**src/rtl/scpad_req_arb.sv**
```systemverilog
// Round-robin arbiter funnelling N_REQ requesters into one registered scratchpad
// request port, with an outstanding-request credit counter and an underflow flag.
module scpad_req_arb #(
   parameter  int N_REQ   = 4,
   parameter  int REQ_W   = 64,
   parameter  int MAX_OUT = 4,
   localparam int CNT_W   = $clog2(MAX_OUT + 1),
   localparam int SRC_W   = $clog2(N_REQ)
) (
   input  logic                   clk,
   input  logic                   n_rst,
   input  logic [N_REQ-1:0]       req_valid,
   input  logic [N_REQ*REQ_W-1:0] req_data,
   output logic [N_REQ-1:0]       req_stall,
   output logic                   out_valid,
   output logic [REQ_W-1:0]       out_req,
   output logic [SRC_W-1:0]       out_src,
   input  logic                   ds_stall,
   input  logic                   resp_done,
   output logic [CNT_W-1:0]       inflight,
   output logic                   busy,
   output logic                   err_underflow
);

   logic             out_valid_q, out_valid_d;
   logic [REQ_W-1:0] out_req_q, out_req_d;
   logic [SRC_W-1:0] out_src_q, out_src_d;
   logic [SRC_W-1:0] rr_ptr_q, rr_ptr_d;
   logic [CNT_W-1:0] inflight_q, inflight_d;
   logic             err_q, err_d;

   logic             slot_free, can_grant, grant_vld, dec;
   logic [SRC_W-1:0] grant_idx;
   logic [N_REQ-1:0] grant;

   function automatic logic [SRC_W-1:0] wrap_add(input logic [SRC_W-1:0] base, input int off);
      int s;
      s = int'(base) + off;
      if (s >= N_REQ) s = s - N_REQ;
      return SRC_W'(s);
   endfunction

   // Credit check uses the registered count only, so a completion never frees
   // a slot in the cycle it arrives.
   assign slot_free = !out_valid_q || !ds_stall;
   assign can_grant = n_rst && slot_free && (inflight_q < CNT_W'(MAX_OUT));

   always_comb begin
      grant_vld = 1'b0;
      grant_idx = '0;
      grant     = '0;
      if (can_grant) begin
         for (int k = 0; k < N_REQ; k++) begin
            if (!grant_vld && req_valid[wrap_add(rr_ptr_q, k)]) begin
               grant_vld = 1'b1;
               grant_idx = wrap_add(rr_ptr_q, k);
            end
         end
      end
      if (grant_vld) grant[grant_idx] = 1'b1;
   end

   assign req_stall = req_valid & ~grant;

   always_comb begin
      out_valid_d = out_valid_q;
      out_req_d   = out_req_q;
      out_src_d   = out_src_q;
      rr_ptr_d    = rr_ptr_q;
      if (grant_vld) begin
         out_valid_d = 1'b1;
         out_req_d   = req_data[int'(grant_idx)*REQ_W +: REQ_W];
         out_src_d   = grant_idx;
         rr_ptr_d    = wrap_add(grant_idx, 1);
      end else if (out_valid_q && !ds_stall) begin
         out_valid_d = 1'b0;
      end
   end

   always_comb begin
      dec        = resp_done && (inflight_q != '0);
      inflight_d = inflight_q;
      err_d      = err_q || (resp_done && (inflight_q == '0));
      case ({grant_vld, dec})
         2'b10:   inflight_d = inflight_q + CNT_W'(1);
         2'b01:   inflight_d = inflight_q - CNT_W'(1);
         default: inflight_d = inflight_q;
      endcase
   end

   always_ff @(posedge clk) begin
      if (!n_rst) begin
         out_valid_q <= 1'b0;
         out_req_q   <= '0;
         out_src_q   <= '0;
         rr_ptr_q    <= '0;
         inflight_q  <= '0;
         err_q       <= 1'b0;
      end else begin
         out_valid_q <= out_valid_d;
         out_req_q   <= out_req_d;
         out_src_q   <= out_src_d;
         rr_ptr_q    <= rr_ptr_d;
         inflight_q  <= inflight_d;
         err_q       <= err_d;
      end
   end

   assign out_valid     = out_valid_q;
   assign out_req       = out_req_q;
   assign out_src       = out_src_q;
   assign inflight      = inflight_q;
   assign busy          = out_valid_q || (inflight_q != '0);
   assign err_underflow = err_q;

endmodule

```
**config.mk**
```make
export PLATFORM = sky130hd
export DESIGN_NAME = scpad_req_arb
export DESIGN_NICKNAME = d
export VERILOG_FILES = /design/src/rtl/scpad_req_arb.sv
export SDC_FILE = /design/constraint.sdc
export NUM_CORES = 1
export LEC_CHECK = 0
export ABC_AREA = 1
export CORE_AREA = 2 2 133 135
export CTS_CLUSTER_DIAMETER = 60
export DETAILED_ROUTE_END_ITERATION = 6
export DIE_AREA = 0 0 135 137
export PLACE_DENSITY = 0.84
export SKIP_LAST_GASP = 1
export SLEW_MARGIN = 5
export SYNTH_ARGS = -nofsm -noshare
export SYNTH_HDL_FRONTEND = slang
export SYNTH_SLANG_ARGS = --single-unit
export TNS_END_PERCENT = 20
```
**constraint.sdc**
```tcl
create_clock -name clk -period 2.9 [get_ports clk]
set_clock_uncertainty 0.15 [all_clocks]
set_input_delay 0.435 -clock clk [delete_from_list [all_inputs] [get_ports clk]]
set_output_delay 0.435 -clock clk [all_outputs]
set_load 0.01 [all_outputs]
```
==> results.yml <==
floorplan:
  start_util: 0.370
  rows: 48
  die-area_mm2: 0.0185
  ios: 340
  dieHeight_um: 137
  die_w_um: 135
  core_mm2: 0.0171
place:
  hpwl_mm: 16.3
  post-place-ws_ns: -0.203
  gp_congestion: 0.919
  placed_area_mm2: 0.00980
  portBuffers: 339
yosys:
  synth_xor_area_frac: 0
  synth_top_family_by_area: "simple AND/OR/NAND/NOR gates"
  yosys.area_share.simple: 0.527
  syn_area_mm2: 0.00632
  seq_area_frac_synth: 0.231
  synth_compound_area_frac: 0.0170
  ys_seq_elements: 73
  synthMuxAreaShare: 0
  synthCells: 1142
  synth_warnings: 0
  syn_nets: 1408
  yosysUniqueCellTypes: 29
  synthAdderAreaFrac: 0.00515
  syn_area_per_cell_um2: 5.53
clocking:
  cts_hold_buf: 0
  cts.clk_slew.worst_paths_ns: 0.06
  cts-root-buf: "clkbuf_16"
  ctsHtreeMaxLevel: 3
  clk_latency_ns: 0.33
  clockBufferDepth: 2
  post_cts_buffers: 0
  clock_sinks: 73
  cts_tree: "built"
  cts_buffers: 9
sta:
  worstMarginPinSlew_ns: 0.687
  rsz0062_at_grt: "true"
  setup_ws_ns: -0.134
  hold_viol: 0
  min_period_ns: 3.03
  slew_violations: 0
  period_share: 1.05
  max_slew_margin: 0.542
  max_freq_ghz: 0.330
  setup_viol: 2
global_routing:
  grt_pass1_vias: 7194
  gr-total-overflow: 0
  grt_use_total: 0.229
  grt_first_pass_wirelength_mm: 34.1
  grt_start_max_net_pins: 85
  antenna_found_initial: 0
power:
  powerDensity_mw_per_mm2: 868
  swShare: 0.474
  max-vdd-ir-drop_mv: 0.976
  p_sw_w: 0.00417
  p_leak_nw: 5.23
  p_int_w: 0.00462
  comb_power_share: 0.685
  pwr-share-clk: 0.132
  p_seq_frac: 0.184
final_layout:
  fillers: 1636
  most-common-layout-cells: "clkdlybuf4s50_1, nand2_1, inv_1, nand3_1, nor2_1"
  diodes: 0
  area_delta_synth_final_pct: 60.1
  multi_input_area_mm2: 0.00348
  seq_area_mm2: 0.00146
  layout_commonest_cell: "clkdlybuf4s50_1"
  layout-drive-gt1-share: 0.0536
  post-route-cell-area_mm2: 0.0101
  fin_nets: 1717
setup_path:
  crit_type: "input port to output port"
  critPathSlowestCell: "clkdlybuf4s50_1"
  cpPeakStageDelay_ns: 0.58
  crit_required_ns: 2.32
  crit_family: "buffers and inverters"
  timing.critical_path.cells: "clkdlybuf4s50_1 > inv_1 > nand2_1 > nand2_1 > o21ai_2 > nand2_1 > nand2_1 > nand2_1 > nand2_4 > nand2_4 > a31oi_1 > clkdlybuf4s50_1"
  cp-start-kind: "input port"
  cp-end-kind: "output port"
  critPathMaxFanout: 6
  cp.arrival_ns: 2.45
  cpMostUsedCell: "nand2_1"
  path_buf_inv: 3
drt:
  num_vias: 7781
  drtPass1Iterations: 5
  drt_iter0_drc: 404
  routed_via_density: 4.63
  wl_per_cell_um: 13.1
  ant_nets: 0
  totalWireLength_mm: 22.0
  drc: 0
run_status:
  violations: "negative setup slack"
  status: "finished with violations"
min_path:
  hold_class: "register to register"
flow_run:
  maxCapViolations: 0
[logic make-up (layout without fill, tap and decap cells)]
| logic type | after synthesis | in the layout |
|---|---|---|
| and+or+nand+nor | 741 | 741 |
| buffers and inverters | 307 | 621 |
| DFF | 73 | 73 |
| AOI/OAI and AO/OA | 19 | 19 |
| adders and majority gates | 2 | 2 |
[worst register-to-register path: stages, from the launching register on]
cell and delay [ns]:
dfxtp_2 0.41, buf_4 0.17, nand2_1 0.07, nand2_2 0.11
nand2_1 0.08, nand2_1 0.11, nor2_4 0.06, nand3_1 0.07
nand3_1 0.12, nand2_4 0.12, buf_4 0.47, buf_4 0.31
nor2_1 0.06, nand2_1 0.06, nand3_1 0.07, nand2_1 0.06
inv_1 0.04
[synthesized netlist by cell type, drive strengths merged]
master	count	area (um^2)
nand2	272	1040
inv	233	877
nand3	200	1010
nor2	192	728
dfxtp	73	1460
buf	66	477
nand3b	63	473
or2	13	81.3
a21oi	11	55.1
clkbuf	8	31.3
o21ai	4	23.8
a211oi	1	7.51
a31oi	1	6.26
fa	1	20.0
ha	1	12.5
nor3	1	5.00
o211ai	1	7.51
o21a	1	7.51
[timing repair]
action,in CTS,in global routing
endpoints found under the setup margin,4,9
gates resized for setup,2,1
gates cloned,0,0
endpoints found under the hold margin,0,0
[final cells by class]
| cell class | count | area share |
|---|---|---|
| repair buffers | 372 | 0.365 |
| multi-input cells | 762 | 0.344 |
| flip-flops and latches | 73 | 0.145 |
| inverters | 233 | 0.0872 |
| well taps | 225 | 0.0278 |
| clock buffers | 12 | 0.0263 |
| clock inverters | 4 | 0.00495 |
[power by group through the flow]
stage          registers (W)  logic (W)  clock network (W)
2_1_floorplan        0.00178    0.00390                  0
3_3_place_gp         0.00162    0.00590                  0
3_5_place_dp         0.00163    0.00601                  0
4_1_cts              0.00161    0.00604            0.00120
5_1_grt              0.00166    0.00668            0.00124
6_report             0.00161    0.00601            0.00116
[flip-flops by register name, indices dropped and copies added (netlist names)]
register       cells
out_req           64
out_valid          1
out_src            2
rr_ptr_q           2
inflight           3
err_underflow      1
[per-stage QoR]
stage	TNS (ns)	utilization	hold slack, ns	total power (W)	std cells
floorplan	0	-	0.324	0.00567	1142
global placement	-0.880	0.574	0.288	0.00752	1665
detailed placement	-1.96	0.574	0.301	0.00764	1665
CTS	-0.417	0.593	0.311	0.00885	1681
global route	-0.828	0.593	0.341	0.00958	1681
finish	-0.252	0.593	0.308	0.00878	1681
[routing by layer]
layer	up-vias	routed length (um)	GRT usage
met1	3390	8770	0.255
li1	4040	-	-
met4	0	639	0.0891
met2	306	10900	0.423
met5	-	0	0
met3	45	1660	0.0530
[path summary, 6_finish.rpt]
kind / startpoint / endpoint / slack, ns / cells past startpoint
worst max-delay path: req_valid[0] / req_stall[0] / -0.13 / 12
worst min-delay path: err_underflow$_SDFF_PN0_ / err_underflow$_SDFF_PN0_ / 0.31 / 2
worst max register to register: rr_ptr_q[0]$_SDFFE_PN0P_ / out_req[16]$_SDFFE_PN0P_ / 0.26 / 16
worst min register to register: err_underflow$_SDFF_PN0_ / err_underflow$_SDFF_PN0_ / 0.31 / 2
Power figures use the tool's default switching activity.
